<file path="config.mk">
export PLATFORM = sky130hd
export DESIGN_NAME = imem_loader
export DESIGN_NICKNAME = d
export VERILOG_FILES = /design/src/rtl/imem_loader.sv
export SDC_FILE = /design/constraint.sdc
export NUM_CORES = 1
export LEC_CHECK = 0
export CAP_MARGIN = 20
export CORE_MARGIN = 3
export CORE_UTILIZATION = 45
export CTS_CLUSTER_DIAMETER = 80
export DETAILED_ROUTE_END_ITERATION = 16
export PLACE_DENSITY_LB_ADDON = 0.3
export SETUP_SLACK_MARGIN = 0.1
export SYNTH_ARGS = -nofsm -noshare
export SYNTH_HDL_FRONTEND = slang
export SYNTH_SLANG_ARGS = --single-unit
</file>
<file path="constraint.sdc">
create_clock -name clk -period 4.15 [get_ports clk]
set_input_delay 0.415 -clock clk [delete_from_list [all_inputs] [get_ports clk]]
set_output_delay 0.415 -clock clk [all_outputs]
set_load 0.1 [all_outputs]
</file>
<file path="src/rtl/imem_loader.sv">
// Boot-time instruction memory loader: turns a little-endian byte stream
// (word-count header + payload) into consecutive 32-bit memory writes.
module imem_loader #(
    parameter int unsigned       AWIDTH    = 32,
    parameter int unsigned       DWIDTH    = 32,
    parameter logic [AWIDTH-1:0] BASE_ADDR = 32'h0100_0000,
    parameter int unsigned       MAX_WORDS = 1024
) (
    input  logic              clk,
    input  logic              rst,
    input  logic              start_i,
    input  logic              byte_valid_i,
    input  logic [7:0]        byte_data_i,
    output logic              byte_ready_o,
    output logic [AWIDTH-1:0] addr_o,
    output logic [DWIDTH-1:0] data_o,
    output logic              write_en_o,
    output logic              read_en_o,
    output logic              core_hold_o,
    output logic              done_o,
    output logic              err_o
);

    localparam int unsigned IW = $clog2(MAX_WORDS + 1);

    typedef enum logic [2:0] {
        S_IDLE,
        S_HDR,
        S_DATA,
        S_WRITE,
        S_DONE,
        S_ERR
    } state_t;

    state_t            state_q;
    logic [1:0]        bcnt_q;
    logic [23:0]       hdr_q;
    logic [23:0]       word_q;
    logic [IW-1:0]     count_q;
    logic [IW-1:0]     idx_q;
    logic [AWIDTH-1:0] addr_q;
    logic [DWIDTH-1:0] data_q;

    logic [31:0]       count_d;
    logic [31:0]       word_d;
    logic [IW-1:0]     idx_d;
    logic [AWIDTH-1:0] addr_d;
    logic              hdr_bad;
    logic              last_byte;
    logic              take;

    // Only the first three bytes are kept; the fourth is merged straight into
    // the completed value on the edge it arrives.
    always_comb begin
        count_d   = {byte_data_i, hdr_q};
        word_d    = {byte_data_i, word_q};
        hdr_bad   = (count_d == 32'd0) || (count_d > 32'(MAX_WORDS));
        idx_d     = idx_q + IW'(1);
        addr_d    = BASE_ADDR + (AWIDTH'(idx_q) << 2);
        last_byte = (bcnt_q == 2'd3);
        take      = byte_valid_i && byte_ready_o;
    end

    always_ff @(posedge clk or negedge rst) begin
        if (!rst) begin
            state_q <= S_IDLE;
            bcnt_q  <= 2'd0;
            hdr_q   <= '0;
            word_q  <= '0;
            count_q <= '0;
            idx_q   <= '0;
            addr_q  <= '0;
            data_q  <= '0;
        end else begin
            case (state_q)
                S_IDLE, S_DONE, S_ERR: begin
                    if (start_i) begin
                        bcnt_q  <= 2'd0;
                        idx_q   <= '0;
                        state_q <= S_HDR;
                    end
                end
                S_HDR: begin
                    if (take) begin
                        bcnt_q <= bcnt_q + 2'd1;
                        hdr_q  <= {byte_data_i, hdr_q[23:8]};
                        if (last_byte) begin
                            bcnt_q  <= 2'd0;
                            // A legal count always fits in IW bits.
                            count_q <= count_d[IW-1:0];
                            state_q <= hdr_bad ? S_ERR : S_DATA;
                        end
                    end
                end
                S_DATA: begin
                    if (take) begin
                        bcnt_q <= bcnt_q + 2'd1;
                        word_q <= {byte_data_i, word_q[23:8]};
                        if (last_byte) begin
                            addr_q  <= addr_d;
                            data_q  <= DWIDTH'(word_d);
                            state_q <= S_WRITE;
                        end
                    end
                end
                S_WRITE: begin
                    idx_q   <= idx_d;
                    state_q <= (idx_d == count_q) ? S_DONE : S_DATA;
                end
                default: state_q <= S_IDLE;
            endcase
        end
    end

    // Strobes and status are pure decodes of the state register, so nothing
    // on the byte interface reaches an output combinationally.
    assign byte_ready_o = (state_q == S_HDR) || (state_q == S_DATA);
    assign write_en_o   = (state_q == S_WRITE);
    assign read_en_o    = 1'b0;
    assign core_hold_o  = (state_q != S_DONE);
    assign done_o       = (state_q == S_DONE);
    assign err_o        = (state_q == S_ERR);
    assign addr_o       = addr_q;
    assign data_o       = data_q;

endmodule

</file>
* Word-level counts from Yosys, hierarchy flattened *
Index checks and enable logic that the tools add are counted.

storage, ports and cells
  flip-flop bits (word level) = 139
  logic and storage cells = 55

operators by class
  $add $sub $neg = 3
  magnitude comparators = 1
  eq/ne operators = 13
  muxes and demuxes = 15
  reduce and logical (&&, ||, !) cells = 15

operators by type and width
  cell                                                             number
  greater-than comparator 32 x 11 -> 1 bit, second input constant  1
  logical NOT 32 bit                                               1
  adder 25 x 13 -> 26 bit, first input constant                    1
  one-hot mux 11 bit (2 select lines)                              1
  2-to-1 mux 3 bit                                                 7
  one-hot mux 3 bit (4 select lines)                               1
  adder 11 x 1 -> 11 bit, second input constant                    1
  == test 11 bit                                                   1
  2-to-1 mux 11 bit                                                1
  inequality test 2 bit, second input constant                     5
  2-to-1 mux 2 bit                                                 4
  == test 3 x 2 -> 1 bit, second input constant                    2
  == test 3 bit, second input constant                             2
  one-hot mux 2 bit (3 select lines)                               1
  AND reduction 2 bit                                              3
  AND reduction 3 bit                                              2
  AND reduction 5 bit                                              1
  AND reduction 4 bit                                              1
  == test 3 x 1 -> 1 bit, second input constant                    1
  logical NOT 3 bit                                                1
  inequality test 3 bit, second input constant                     1
  nonzero test 3 bit                                               1
  OR reduction 3 bit                                               1
  adder 2 x 1 -> 2 bit, second input constant                      1
  other kinds (4)                                                  5

* Longest topological paths before layout *
Gate-level depths: netlist (run 1).

  depth in word-level cells = 6
  mapped depth = 8
  mapped depth without buffers = 7

* Least setup slack after synthesis (run 1) *
No wires, ideal clock.

  kind = register to register
  from = register state_q[0]
  to = register state_q[1]
  setup time = 0.123 ns
  arrival = 2.972 ns
  required time = 4.027 ns
  path slack = 1.055 ns
  stages on the path, launching flop included = 7
  buffers on the path = 0
  period minus slack after synthesis = 3.095 ns
  path through = dfrtp_1 > inv_1 > nand2_1 > a21oi_1 > a21oi_1 > and3_1 > o221a_1

on the way
  cells in the longest elaborated chain, start to end = 5
  elaborated cells on any way between the ends = 16
  classes of those cells = eq/ne: 10; mux: 1; reduce/logical: 5

ends and longest elaborated chain
  element                                                                  RTL line  source
  start, declared                                                          35        state_t state_q;
  start signal, assigned                                                   91        state_q <= hdr_bad ? S_ERR : S_DATA;
  start signal, assigned                                                   108       state_q <= (idx_d == count_q) ? S_DONE : S_DATA;
  == test 3 x 1 -> 1 bit / == test 3 x 2 -> 1 bit (equally long branches)  117       assign byte_ready_o = (state_q == S_HDR) || (state_q == S_DATA);
  logical OR 1 bit (*)                                                     117
  named net byte_ready_o                                                   14        output logic byte_ready_o,
  logical AND 1 bit (*)                                                    61        take = byte_valid_i && byte_ready_o;
  inequality test 2 bit (no line)                                          n/a
  AND reduction 5 bit (no line) (*)                                        n/a

The timed path passes the listed nets; every way through them passes the cells marked *.
A chain may end at the register's enable or synchronous reset.

* Worst setup path in the final report (run 1) *
  from = register state_q[0]
  to = output port write_en_o

on the way
  cells in the longest elaborated chain, start to end = 1

ends and longest elaborated chain
  element                 RTL line  source
  == test 3 x 2 -> 1 bit  118       assign write_en_o = (state_q == S_WRITE);
  end, declared           17        output logic write_en_o,

Every way passes these cells.

==> summary.txt, run 1 <==
Synthesis
  • Netlist Area Pre-Place: 5126 um^2
  • Synth unique cells: 34
  • Warnings, synthesis: 0
  • Post-Syn Instances: 382
  • Post-synthesis register bit count: 119
  • Sequential fraction of the synthesis area: 58.09%
  • Avg Cell Area, Syn: 13.42 um^2

GRT
  • Vias in the first global route: 3,340
  • GR Overflow Total: 0
  • First-pass GRT wire length: 16,990 um
  • Initial antenna violation count: 0
  • Largest net degree at the start of global routing: 62
  • Gr usage total: 16.84%

Placed design
  • Number of port buffers: 60
  • GPL Wtd Cong: 0.8335
  • Hpwl dp: 6582 um

STA
  • Final period utilization: 79.92%
  • Hold violation count in the final report: 0
  • WHS: 0.07409 ns
  • Layout Skew: 0.006653 ns
  • Final Slew Violations: 0
  • Worst slew pin tran: 1.013 ns
  • RSZ-0062 raised after global routing: no
  • Slew margin rel.: 32.24%
  • Min Clock Period, post-route: 3.317 ns
  • Max Fclk: 0.3015 GHz
  • Setup violations, final: 0
  • Final TNS setup: 0 ns

Clock network
  • Max Buffers Root-to-Sink: 2
  • CTS tree: done
  • Reg clk slew, reported paths: 0.06 ns
  • CTS Hold Bufs: 0
  • PostCTS Resize Cnt: 0
  • Post-CTS Setup Bufs: 0
  • CTS Sinks: 119
  • H-tree levels: 4
  • Skew-Pair Late Insertion Delay: 0.40 ns
  • Clock root buffer: clkbuf_16
  • CTS buffer count: 17

Layout
  • Synth-to-Final Area Change: 25.07%
  • Fillcell total: 880
  • Area occupied by multi-input gates: 1979 um^2
  • Commonest non-fill, non-tap cell in the layout: dfrtp_1
  • Share of cells above drive strength 1: 31.53%
  • Final Core Density: 58.37%
  • Most frequent cells in the layout: dfrtp_1, mux2_2, clkdlybuf4s50_1
  • Antenna fix cells: 0
  • Final nets: 464
  • Reg area: 2978 um^2

Setup path
  • Reg-to-Reg End: state_q[1]
  • R2R depth: 7
  • Internal reg-to-reg setup slack: 1.67 ns
  • Crit start category: flip-flop
  • R2R Path Start: idx_q[0]
  • Worst-path fanout max: 13
  • Worst setup EP type: output port
  • Worst path required time: 3.73 ns
  • CP Class: reg2out
  • Critical Path AT: 2.90 ns

Power and ir drop
  • Leak Pwr: 2.997 nW
  • Worst vdd ir: 0.0002635 V
  • PD cells: 570.9 nW/um^2

Route
  • Vias: 3,147
  • DRC violations left: 0
  • DRT antenna net count: 0
  • Post-Route WL: 9982 um
  • Iter 0 DRT Violations: 116
  • DR pass1 iterations: 4
  • Vias per cell: 5.219
  • Routed wire per std cell: 16.55 um

Floorplan
  • Die area: 12,710 um^2
  • Die Y-Extent: 112.7 um
  • Placeable Area: 10,980 um^2
  • FP Rows: 38
  • Boundary Pins: 82
  • Starting density of the core: 46.67%
  • Chip width: 112.7 um

Flow run
  • Max Cap Viol: 0

Run status
  • Run status: finished, final reports clean

Hold path
  • Hold crit path type: in2async
registers in the layout (all words and copies together), names as in the netlist:
name / cells
state_q: 3
hdr_q: 24
count_q: 11
idx_q: 11
bcnt_q: 2
word_q: 24
data_o: 32
addr_o: 12
metal layers:
metal / vias to the layer above / part of all wire (%) / GRT usage (%)
met3: 15 / 4.8 / 5.294
li1: 1458 / - / -
met5: - / 0 / 0
met2: 92 / 48 / 26.42
met4: 0 / 1.3 / 5.208
met1: 1582 / 46 / 22.58
Yosys cell counts:
master     count  area share, %
o221ai_1       2           0.34
a22o_1         1           0.17
xor3_2         1           0.49
o21ai_0       17            1.7
buf_2          2           0.20
a2bb2oi_1      1           0.17
a31oi_1        1           0.12
nor3_1         5           0.49
inv_1          4           0.29
buf_1          1          0.073
buf_6          2           0.44
buf_4         21            3.1
o31ai_1        3           0.44
xnor2_1       13            2.2
dfrtp_1      119             58
nand4_1        3           0.37
xor2_1         7            1.2
nand2_1       21            1.5
a21oi_1        3           0.29
ha_1           2           0.49
nor4_1         7           0.85
nor2_1        13           0.95
nor3b_2        1           0.24
or4_4          1           0.22
or3_1          1           0.12
and3_1         5           0.61
clkbuf_1      10           0.73
o221a_1        1           0.22
and3_4         2           0.44
nor3b_1        1           0.15
nand2b_1       2           0.24
nand3_1        6           0.59
mux2_2       102             22
conb_1         1          0.073
worst max-delay path, cell delays in order, from the launching register on:
cell	delay, ns
dfrtp_1	0.42
inv_1	0.11
nor2_1	0.22
nand2_1	0.29
inv_1	0.28
clkdlybuf4s50_1	1.18
power breakdown:
part,internal [mW],switching [mW]
Sequential,1.35,0.195
Clock,0.958,0.557
Combinational,0.287,0.315
Total,2.59,1.07
stage by stage:
stage | cell area (um^2) | instances | total power, mW | setup WS [ns]
3_3_place_gp | 5776 | 570 | 2.142 | 1.375
2_1_floorplan | 5201 | 402 | 2.019 | 1.055
6_report | 6411 | 603 | 3.660 | 0.8332
3_5_place_dp | 5776 | 570 | 2.168 | 1.303
4_1_cts | 6391 | 602 | 3.698 | 0.8445
5_1_grt | 6411 | 603 | 3.826 | 0.6861
worst max-delay path by stage:
stage | start | end | slack [ns] | cells past startpoint
6_report | state_q[0] | write_en_o | 0.83 | 5
5_1_grt | state_q[0] | write_en_o | 0.69 | 5
4_1_cts | state_q[0] | write_en_o | 0.84 | 5
3_5_place_dp | state_q[0] | write_en_o | 1.30 | 5
3_3_place_gp | state_q[2] | write_en_o | 1.38 | 4
2_1_floorplan | state_q[0] | state_q[1] | 1.05 | 6
layout make-up:
class | count | area share, %
clock buffer | 17 | 6.635
clock inverter | 15 | 2.966
inverter | 4 | 0.2342
multi-input combinational | 243 | 30.87
sequential | 119 | 46.45
tap | 140 | 2.732
timing repair buffer | 65 | 10.11
kinds of logic (layout without fill, tap and decap cells):
logic type	Yosys count	after routing	synth area share, %
simple gates	68	68	6.810
other cells	1	21	0.07315
flops	119	119	58.09
xor+xnor	21	21	3.905
fa+ha+maj	2	2	0.4881
buf+inv	40	101	4.808
compound gates	29	29	3.417
mux	102	102	22.41
Note: power is estimated with default switching activity, not from simulation.
==> inputs of run 2 (changes only) <==
clock period = 3.4 ns   (was 4.15 ns; I/O delays follow)
==> summary.txt, run 2 (same netlist as run 1, synthesis figures left out) <==
Setup path
  • Worst-path fanout max: 8
  • Internal reg-to-reg setup slack: 0.98 ns
  • Critical path's largest stage delay: 0.97 ns
  • Slowest stage cell, crit path: clkdlybuf4s50_1
  • Critical Path AT: 2.36 ns
  • Worst path buffer plus inverter count: 2
  • Worst path required time: 3.06 ns
  • Reg-to-Reg End: state_q[1]
  • Worst setup EP type: output port
  • R2R depth: 7
  • CP top delay family: buffers and inverters
  • R2R Path Start: idx_q[0]
  • CP Class: reg2out
  • Crit start category: flip-flop
  • Critical Path, Cell by Cell: inv_1, or3_1, clkdlybuf4s50_1

Floorplan
  • Die Y-Extent: 112.7 um
  • Starting density of the core: 46.67%
  • Placeable Area: 10,980 um^2
  • Boundary Pins: 82
  • Chip width: 112.7 um
  • Die area: 12,710 um^2
  • FP Rows: 38

Placed design
  • Number of port buffers: 60
  • Cells after DPL: 570
  • Hpwl dp: 6395 um
  • Post-place setup slack: 0.9921 ns
  • Placement Cell Area: 5778 um^2
  • GPL Wtd Cong: 0.8059

Power and ir drop
  • Final total power: 4.396 mW
  • Worst vdd ir: 0.0003293 V
  • Leak Pwr: 2.983 nW
  • PD cells: 689.4 nW/um^2

STA
  • Setup violations, final: 0
  • Slew margin rel.: 32.80%
  • Max Fclk: 0.3704 GHz
  • Worst slew pin tran: 1.005 ns
  • RSZ-0062 raised after global routing: no
  • Min Clock Period, post-route: 2.700 ns
  • Final Slew Violations: 0
  • Layout Skew: 0.01175 ns
  • Hold violation count in the final report: 0
  • Worst setup margin: 0.6999 ns
  • WHS: 0.01568 ns
  • Final TNS setup: 0 ns
  • Final period utilization: 79.41%

Route
  • Post-Route WL: 9616 um
  • Routed wire per std cell: 15.97 um
  • DRT antenna net count: 0
  • Vias: 3,166
  • DRC violations left: 0
  • Iter 0 DRT Violations: 195
  • Vias per cell: 5.259
  • DR pass1 iterations: 4

Clock network
  • CTS Hold Bufs: 0
  • CTS Sinks: 119
  • CTS buffer count: 17
  • CTS tree: done
  • Post-CTS Setup Bufs: 0
  • PostCTS Resize Cnt: 0
  • H-tree levels: 4
  • Clock root buffer: clkbuf_16
  • Reg clk slew, reported paths: 0.06 ns
  • Skew-Pair Late Insertion Delay: 0.40 ns
  • Max Buffers Root-to-Sink: 2

Hold path
  • Hold crit path type: in2async

Layout
  • Most frequent cells in the layout: dfrtp_1, mux2_2, clkdlybuf4s50_1
  • Antenna fix cells: 0
  • Cell Count, Final, Fillers Out: 602
  • Final nets: 463
  • Finished Cell Area: 6376 um^2
  • Max reg flops: 32
  • Share of cells above drive strength 1: 32.25%
  • Synth-to-Final Area Change: 24.38%
  • Commonest non-fill, non-tap cell in the layout: dfrtp_1
  • Final Core Density: 58.05%

GRT
  • Vias in the first global route: 3,258
  • Initial antenna violation count: 0
  • First-pass GRT wire length: 16,700 um
  • Gr usage total: 16.19%
  • Largest net degree at the start of global routing: 63
  • GR Overflow Total: 0

Flow run
  • Max Cap Viol: 0

Run status
  • Run status: finished, final reports clean
## run 2: cell types whose count changed in the layout (fill, tap and decap cells not counted), sizes merged
cell           previous run  this run
clkdlybuf4s50            59        55
bufinv                    3         2
inv                      10         7
clkinvlp                  1         3
buf                       6         9
clkbuf                   17        19
## run 2: area by class of cell
| type | instances | area [um^2] |
|---|---|---|
| fill | 875 | 4607 |
| sequential | 119 | 2978 |
| multi-input combinational | 243 | 1979 |
| timing repair buffer | 64 | 630.6 |
| clock buffer | 19 | 452.9 |
| tap | 140 | 175.2 |
| clock inverter | 13 | 145.1 |
| inverter | 4 | 15.01 |
## run 2: how the worst max path moves through the flow
stage / startpoint / end / slack (ns) / depth (start not counted)
after floorplan: state_q[0] / state_q[1] / 0.30 / 6
after global placement: idx_q[0] / state_q[1] / 1.10 / 7
after detailed placement: idx_q[0] / state_q[1] / 0.99 / 7
after CTS: state_q[2] / core_hold_o / 0.69 / 3
after global routing: state_q[2] / core_hold_o / 0.58 / 3
final: state_q[2] / core_hold_o / 0.70 / 3
## run 2: worst register-to-register path, cell delays in order (launching register included)
cell	delay (ns)
dfrtp_1	0.45
ha_1	0.30
xnor2_1	0.21
xnor2_1	0.09
nor4_1	0.37
nand3_1	0.14
or4_4	0.55
o221a_1	0.22
## run 2: power breakdown
group	internal, mW	switching, mW	leakage, nW
logic	0.350	0.390	1.13
clock network	1.13	0.642	0.286
registers	1.65	0.244	1.57
total	3.12	1.28	2.98
## run 2: per-layer routing
| metal | track usage, % | share of wire, % | up-vias | wire length (um) |
|---|---|---|---|---|
| met3 | 5.134 | 5.5 | 4 | 529 |
| met1 | 22.17 | 46 | 1616 | 4426 |
| met2 | 24.84 | 48 | 102 | 4598 |
| li1 | - | - | 1444 | - |
| met5 | 0 | 0 | - | 0 |
| met4 | 5.048 | 0.64 | 0 | 62 |
==> patch 1, RTL diff (config.mk and constraints of run 2) <==
Change the parameter `MAX_WORDS` from 1024 to 256.
--- a/src/rtl/imem_loader.sv
+++ b/src/rtl/imem_loader.sv
@@ -6,3 +6,3 @@
     parameter logic [AWIDTH-1:0] BASE_ADDR = 32'h0100_0000,
-    parameter int unsigned       MAX_WORDS = 1024
+    parameter int unsigned       MAX_WORDS = 256
 ) (
Behaviour: not the same (a bounded check fails within 10 cycles, from zero or initial values and one cycle with rst low).
==> patch 1 against run 2 <==
- synthesized area shrank 2.3%
- design area shrank 1.8%
- first-iteration DRC count shrank 26%
- sequential share of layout area shrank 1.6 points
- synthesized cell count shrank 0.79%
- worst hold slack gained 0.22 ns
- die area shrank 2.2%
- global-route usage shrank 0.22 points
- sequential cell count shrank 6
- routed wire length shrank 2.7%
- setup slack lost 0.27 ns
- critical path type unchanged
- largest cell class unchanged
- highest routed layer unchanged
Power is left out: the tool's default activity adds up to more than one toggle a clock period on the data nets, which glitch-free logic cannot reach.
==> patch 1: results (changes against run 2) <==
| Metric | Value |
|---|---|
| Placed cell count | `563 (was 570)` |
| Met2 Resource Use GR | `26.7% (was 24.8%)` |
| Synth unique cells | `48 (was 34)` |
| DP Worst Slack | `0.981 ns (was 0.992 ns)` |
| Share of layout cells above drive strength 1 | `33.2% (was 32.3%)` |
| Status | `finished clean (unchanged)` |
| Detailed-placement wirelength estimate | `6250 um (was 6400 um)` |
| Reg2Reg Capture Point | `idx_q[3]$_DFFE_PN0P_ (was state_q[1]$_DFFE_PN0P_)` |
| Post-Synth XOR/XNOR Area | `1.92% (was 3.91%)` |
| Layout Cells excl Fill | `597 (was 602)` |
| Met3 Wirelength | `411 um (was 529 um)` |
| Placed Area | `5620 um^2 (was 5780 um^2)` |
| Post-Route Skew | `0.0107 ns (was 0.0117 ns)` |
| CTS root buf | `clkbuf_8 (was clkbuf_16)` |
| Metal-1 WL | `4110 um (was 4430 um)` |
| Final Hold Slack | `0.232 ns (was 0.0157 ns)` |
| Worst-case reg-to-reg path depth | `6 (was 7)` |
| Vias in the first global route | `3186 (was 3258)` |
| Adder-Cell Fraction of Synth Area | `0.500% (was 0.488%)` |
| Total routed wirelength | `9360 um (was 9620 um)` |
| Routed via count | `3127 (was 3166)` |
| M3 GR Usage | `4.51% (was 5.13%)` |
| Routed wl met2 | `4720 um (was 4600 um)` |
| R2r startpoint | `state_q[2]$_DFFE_PN0P_ (was idx_q[0]$_DFFE_PN0P_)` |
| Syn avg cell area | `13.2 um^2 (was 13.4 um^2)` |
| Multiplexer share of the synthesized area | `22.2% (was 22.4%)` |
| Crit path arrival time | `2.63 ns (was 2.36 ns)` |
| GP Congestion | `0.812 (was 0.806)` |
| First-pass GRT wire length | `16000 um (was 16700 um)` |
| Slew @ Worst Pin | `0.993 ns (was 1.00 ns)` |
| Final instance area | `6260 um^2 (was 6380 um^2)` |
| Synth Area in Compound Gates | `5.35% (was 3.42%)` |
| Fillers | `855 (was 875)` |
| Largest net degree at the start of global routing | `86 (was 63)` |
| R2R setup slack | `1.04 ns (was 0.98 ns)` |
| Final #Nets | `462 (was 463)` |
| Buffers on Ports | `58 (was 60)` |
| Gr usage total | `16.0% (was 16.2%)` |
| First DRT Iteration DRCs | `145 (was 195)` |
| Critical Path Fanout Max | `11 (was 8)` |
| Commonest cells post-synth | `113 x dfrtp_1, 96 x mux2_2, 31 x buf_4 (was 119 x dfrtp_1, 102 x mux2_2, 21 x buf_4, 21 x nand2_1, 17 x o21ai_0)` |
## patch 1: worst max path at each step
| stage | from | end | slack, ns | depth (start not counted) |
|---|---|---|---|---|
| 2_1_floorplan | state_q[0]$_DFFE_PN0P_ | bcnt_q[1]$_DFFE_PN0P_ | 0.75 | 5 |
| 3_3_place_gp | state_q[2]$_DFFE_PN0P_ | core_hold_o | 1.03 | 3 |
| 3_5_place_dp | state_q[2]$_DFFE_PN0P_ | core_hold_o | 0.98 | 3 |
| 4_1_cts | state_q[2]$_DFFE_PN0P_ | core_hold_o | 0.44 | 3 |
| 5_1_grt | state_q[2]$_DFFE_PN0P_ | core_hold_o | 0.33 | 3 |
| 6_report | state_q[2]$_DFFE_PN0P_ | core_hold_o | 0.43 | 3 |
## patch 1: layout make-up
type | instances | area share (%)
flip-flops and latches | 113 | 45.1
multi-input cells | 246 | 31.6
repair buffers | 65 | 10.5
clock buffers | 17 | 6.61
clock inverters | 15 | 3.12
well taps | 136 | 2.72
inverters | 5 | 0.300
==> patch 2, RTL diff (settings of run 2) <==
Made on the original files. Make the reset (`rst`) synchronous in one clocked block.
--- a/src/rtl/imem_loader.sv
+++ b/src/rtl/imem_loader.sv
@@ -63,3 +63,3 @@
 
-    always_ff @(posedge clk or negedge rst) begin
+    always_ff @(posedge clk) begin
         if (!rst) begin
Behaviour: differs if rst is asserted again (counterexample within 4 cycles, from zero or initial values and one cycle with rst low); with rst held inactive, the same outputs for 4 cycles.
==> patch 2 against run 2 <==
- synthesized area down 3.6%
- design area down 3.4%
- sequential cell count unchanged
- via count up 37%
- routed wire length up 19%
- setup slack worse by 0.10 ns
- highest routed layer unchanged
Power is not compared: it rests on default switching activity, and its combinational part moved more than twofold at a synthesized area within 25%.
==> patch 2: results (changes against run 2) <==
| Metric | Value |
|---|---|
| Buffers on Ports | `60 (unchanged)` |
| Metal-1 WL | `5300 um (was 4430 um)` |
| First-pass GRT wire length | `19300 um (was 16700 um)` |
| Longest Clk Path Bufs | `2 (unchanged)` |
| Initial antenna violation count | `0 (unchanged)` |
| Cts bufs inserted | `17 (unchanged)` |
| GP Congestion | `0.877 (was 0.806)` |
| Hold WC Path Type | `flop to flop (was input pin to asynchronous set/reset pin)` |
| First DRT Iteration DRCs | `212 (was 195)` |
| Synth area leaders | `dfxtp_1 48%, nand2_1 17%, a21oi_1 12%, buf_4 3.2%, clkbuf_1 2.7% (was dfrtp_1 58%, mux2_2 22%, buf_4 3.1%, xnor2_1 2.2%, o21ai_0 1.7%)` |
| Routed WL per cell | `13.6 um (was 16.0 um)` |
| Final #Nets | `702 (was 463)` |
| Drt first pass iters | `4 (unchanged)` |
| Post-Route Skew | `0.00955 ns (was 0.0117 ns)` |
| Clock Latency Late Sink | `0.51 ns (was 0.40 ns)` |
| Met3 Wirelength | `693 um (was 529 um)` |
| Vias/cell | `5.18 (was 5.26)` |
| Top layer in use | `met4 (unchanged)` |
| Routed wl met2 | `5290 um (was 4600 um)` |
| Detailed-placement wirelength estimate | `7710 um (was 6400 um)` |
| Synth unique cells | `50 (was 34)` |
| Status | `finished clean (unchanged)` |
| Yosys warnings | `0 (unchanged)` |
| Sequential share of the synthesized area | `48.2% (was 58.1%)` |
| Async set-or-reset flop fraction in the synthesized netlist | `0% (was 100%)` |
| Post_cts resized | `0 (unchanged)` |
| Critical Path Slowest Stage Cell | `nor2b_1 (was clkdlybuf4s50_1)` |
| Commonest cells post-synth | `219 x nand2_1, 119 x a21oi_1, 119 x dfxtp_1 (was 119 x dfrtp_1, 102 x mux2_2, 21 x buf_4, 21 x nand2_1, 17 x o21ai_0)` |
| Main synth FF type | `dfxtp_1 (was dfrtp_1)` |
| Critical Path Fanout Max | `13 (was 8)` |
| Gr usage total | `18.9% (was 16.2%)` |
| Largest net degree at the start of global routing | `45 (was 63)` |
| CTS root buf | `clkbuf_8 (was clkbuf_16)` |
| Worst VDD drop | `0.000350 V` |
| Slew @ Worst Pin | `0.994 ns (was 1.00 ns)` |
| Share of layout cells above drive strength 1 | `7.56% (was 32.3%)` |
| Fillers | `952 (was 875)` |
| Critical Path Max Stage Delay | `0.46 ns (was 0.97 ns)` |
| Crit path arrival time | `2.46 ns (was 2.36 ns)` |
| Largest register FFs | `32 (unchanged)` |
| # H-tree levels | `4 (unchanged)` |
| Vias in the first global route | `4080 (was 3258)` |
==> patch 2: metal layers <==
metal / track usage (%) / vias to the layer above
met5: 0 / -
met4: 5.09 / 0
met3: 5.62 / 9
met2: 29.8 / 134
met1: 25.3 / 2004
li1: - / 2188
==> patch 2: cell families after synthesis <==
group	synth area share, %
other cells	0.0759
mux	0.633
buf+inv	6.86
simple gates	25.7
flops	48.2
xor+xnor	2.30
compound gates	15.7
fa+ha+maj	0.506
==> patch 2: per-stage QoR <==
step                utilization [%]  cell area (um^2)  hold WS, ns  std cells  setup slack, ns
global route                   58.6              6160        0.470        837            0.397
detailed placement             52.5              5520        0.447        805            0.945
finish                         58.6              6160        0.455        837            0.598
floorplan                         -              5020        0.432        663            0.575
global placement               52.5              5520        0.444        805            0.977
CTS                            58.6              6160        0.455        837            0.593
==> patch 2: final timing paths <==
| kind | start | endpoint | slack (ns) | cells past startpoint |
|---|---|---|---|---|
| min reg2reg | data_o[4]$_SDFFE_PN0P_ | data_o[4]$_SDFFE_PN0P_ | 0.45 | 2 |
| min | data_o[4]$_SDFFE_PN0P_ | data_o[4]$_SDFFE_PN0P_ | 0.45 | 2 |
| max | state_q[0]$_SDFFE_PN0P_ | write_en_o | 0.60 | 5 |
| max reg2reg | state_q[1]$_SDFFE_PN0P_ | data_o[19]$_SDFFE_PN0P_ | 0.99 | 8 |
==> patch 2: critical path: cells and delay by family, from the launching register on <==
kind | cells | cell delay [ns]
buf+inv | 3 | 0.69
flops | 1 | 0.40
simple gates | 2 | 0.86
==> patch 2: layout make-up <==
cell class                      count  share of cell area (%)
Clock buffer                       17                    6.72
Clock inverter                     15                    3.68
Inverter                            7                   0.447
Multi-Input combinational cell    476                    37.3
Sequential cell                   119                    38.7
Tap cell                          136                    2.76
Timing Repair Buffer               67                    10.5
==> patch 2: where the power goes <==
part | leakage [nW] | switching (mW) | internal (mW)
logic | 0.871 | 0.271 | 0.0679
clock network | 0.316 | 0.658 | 1.27
registers | 0.959 | 0.0186 | 1.41
total | 2.15 | 0.948 | 2.75
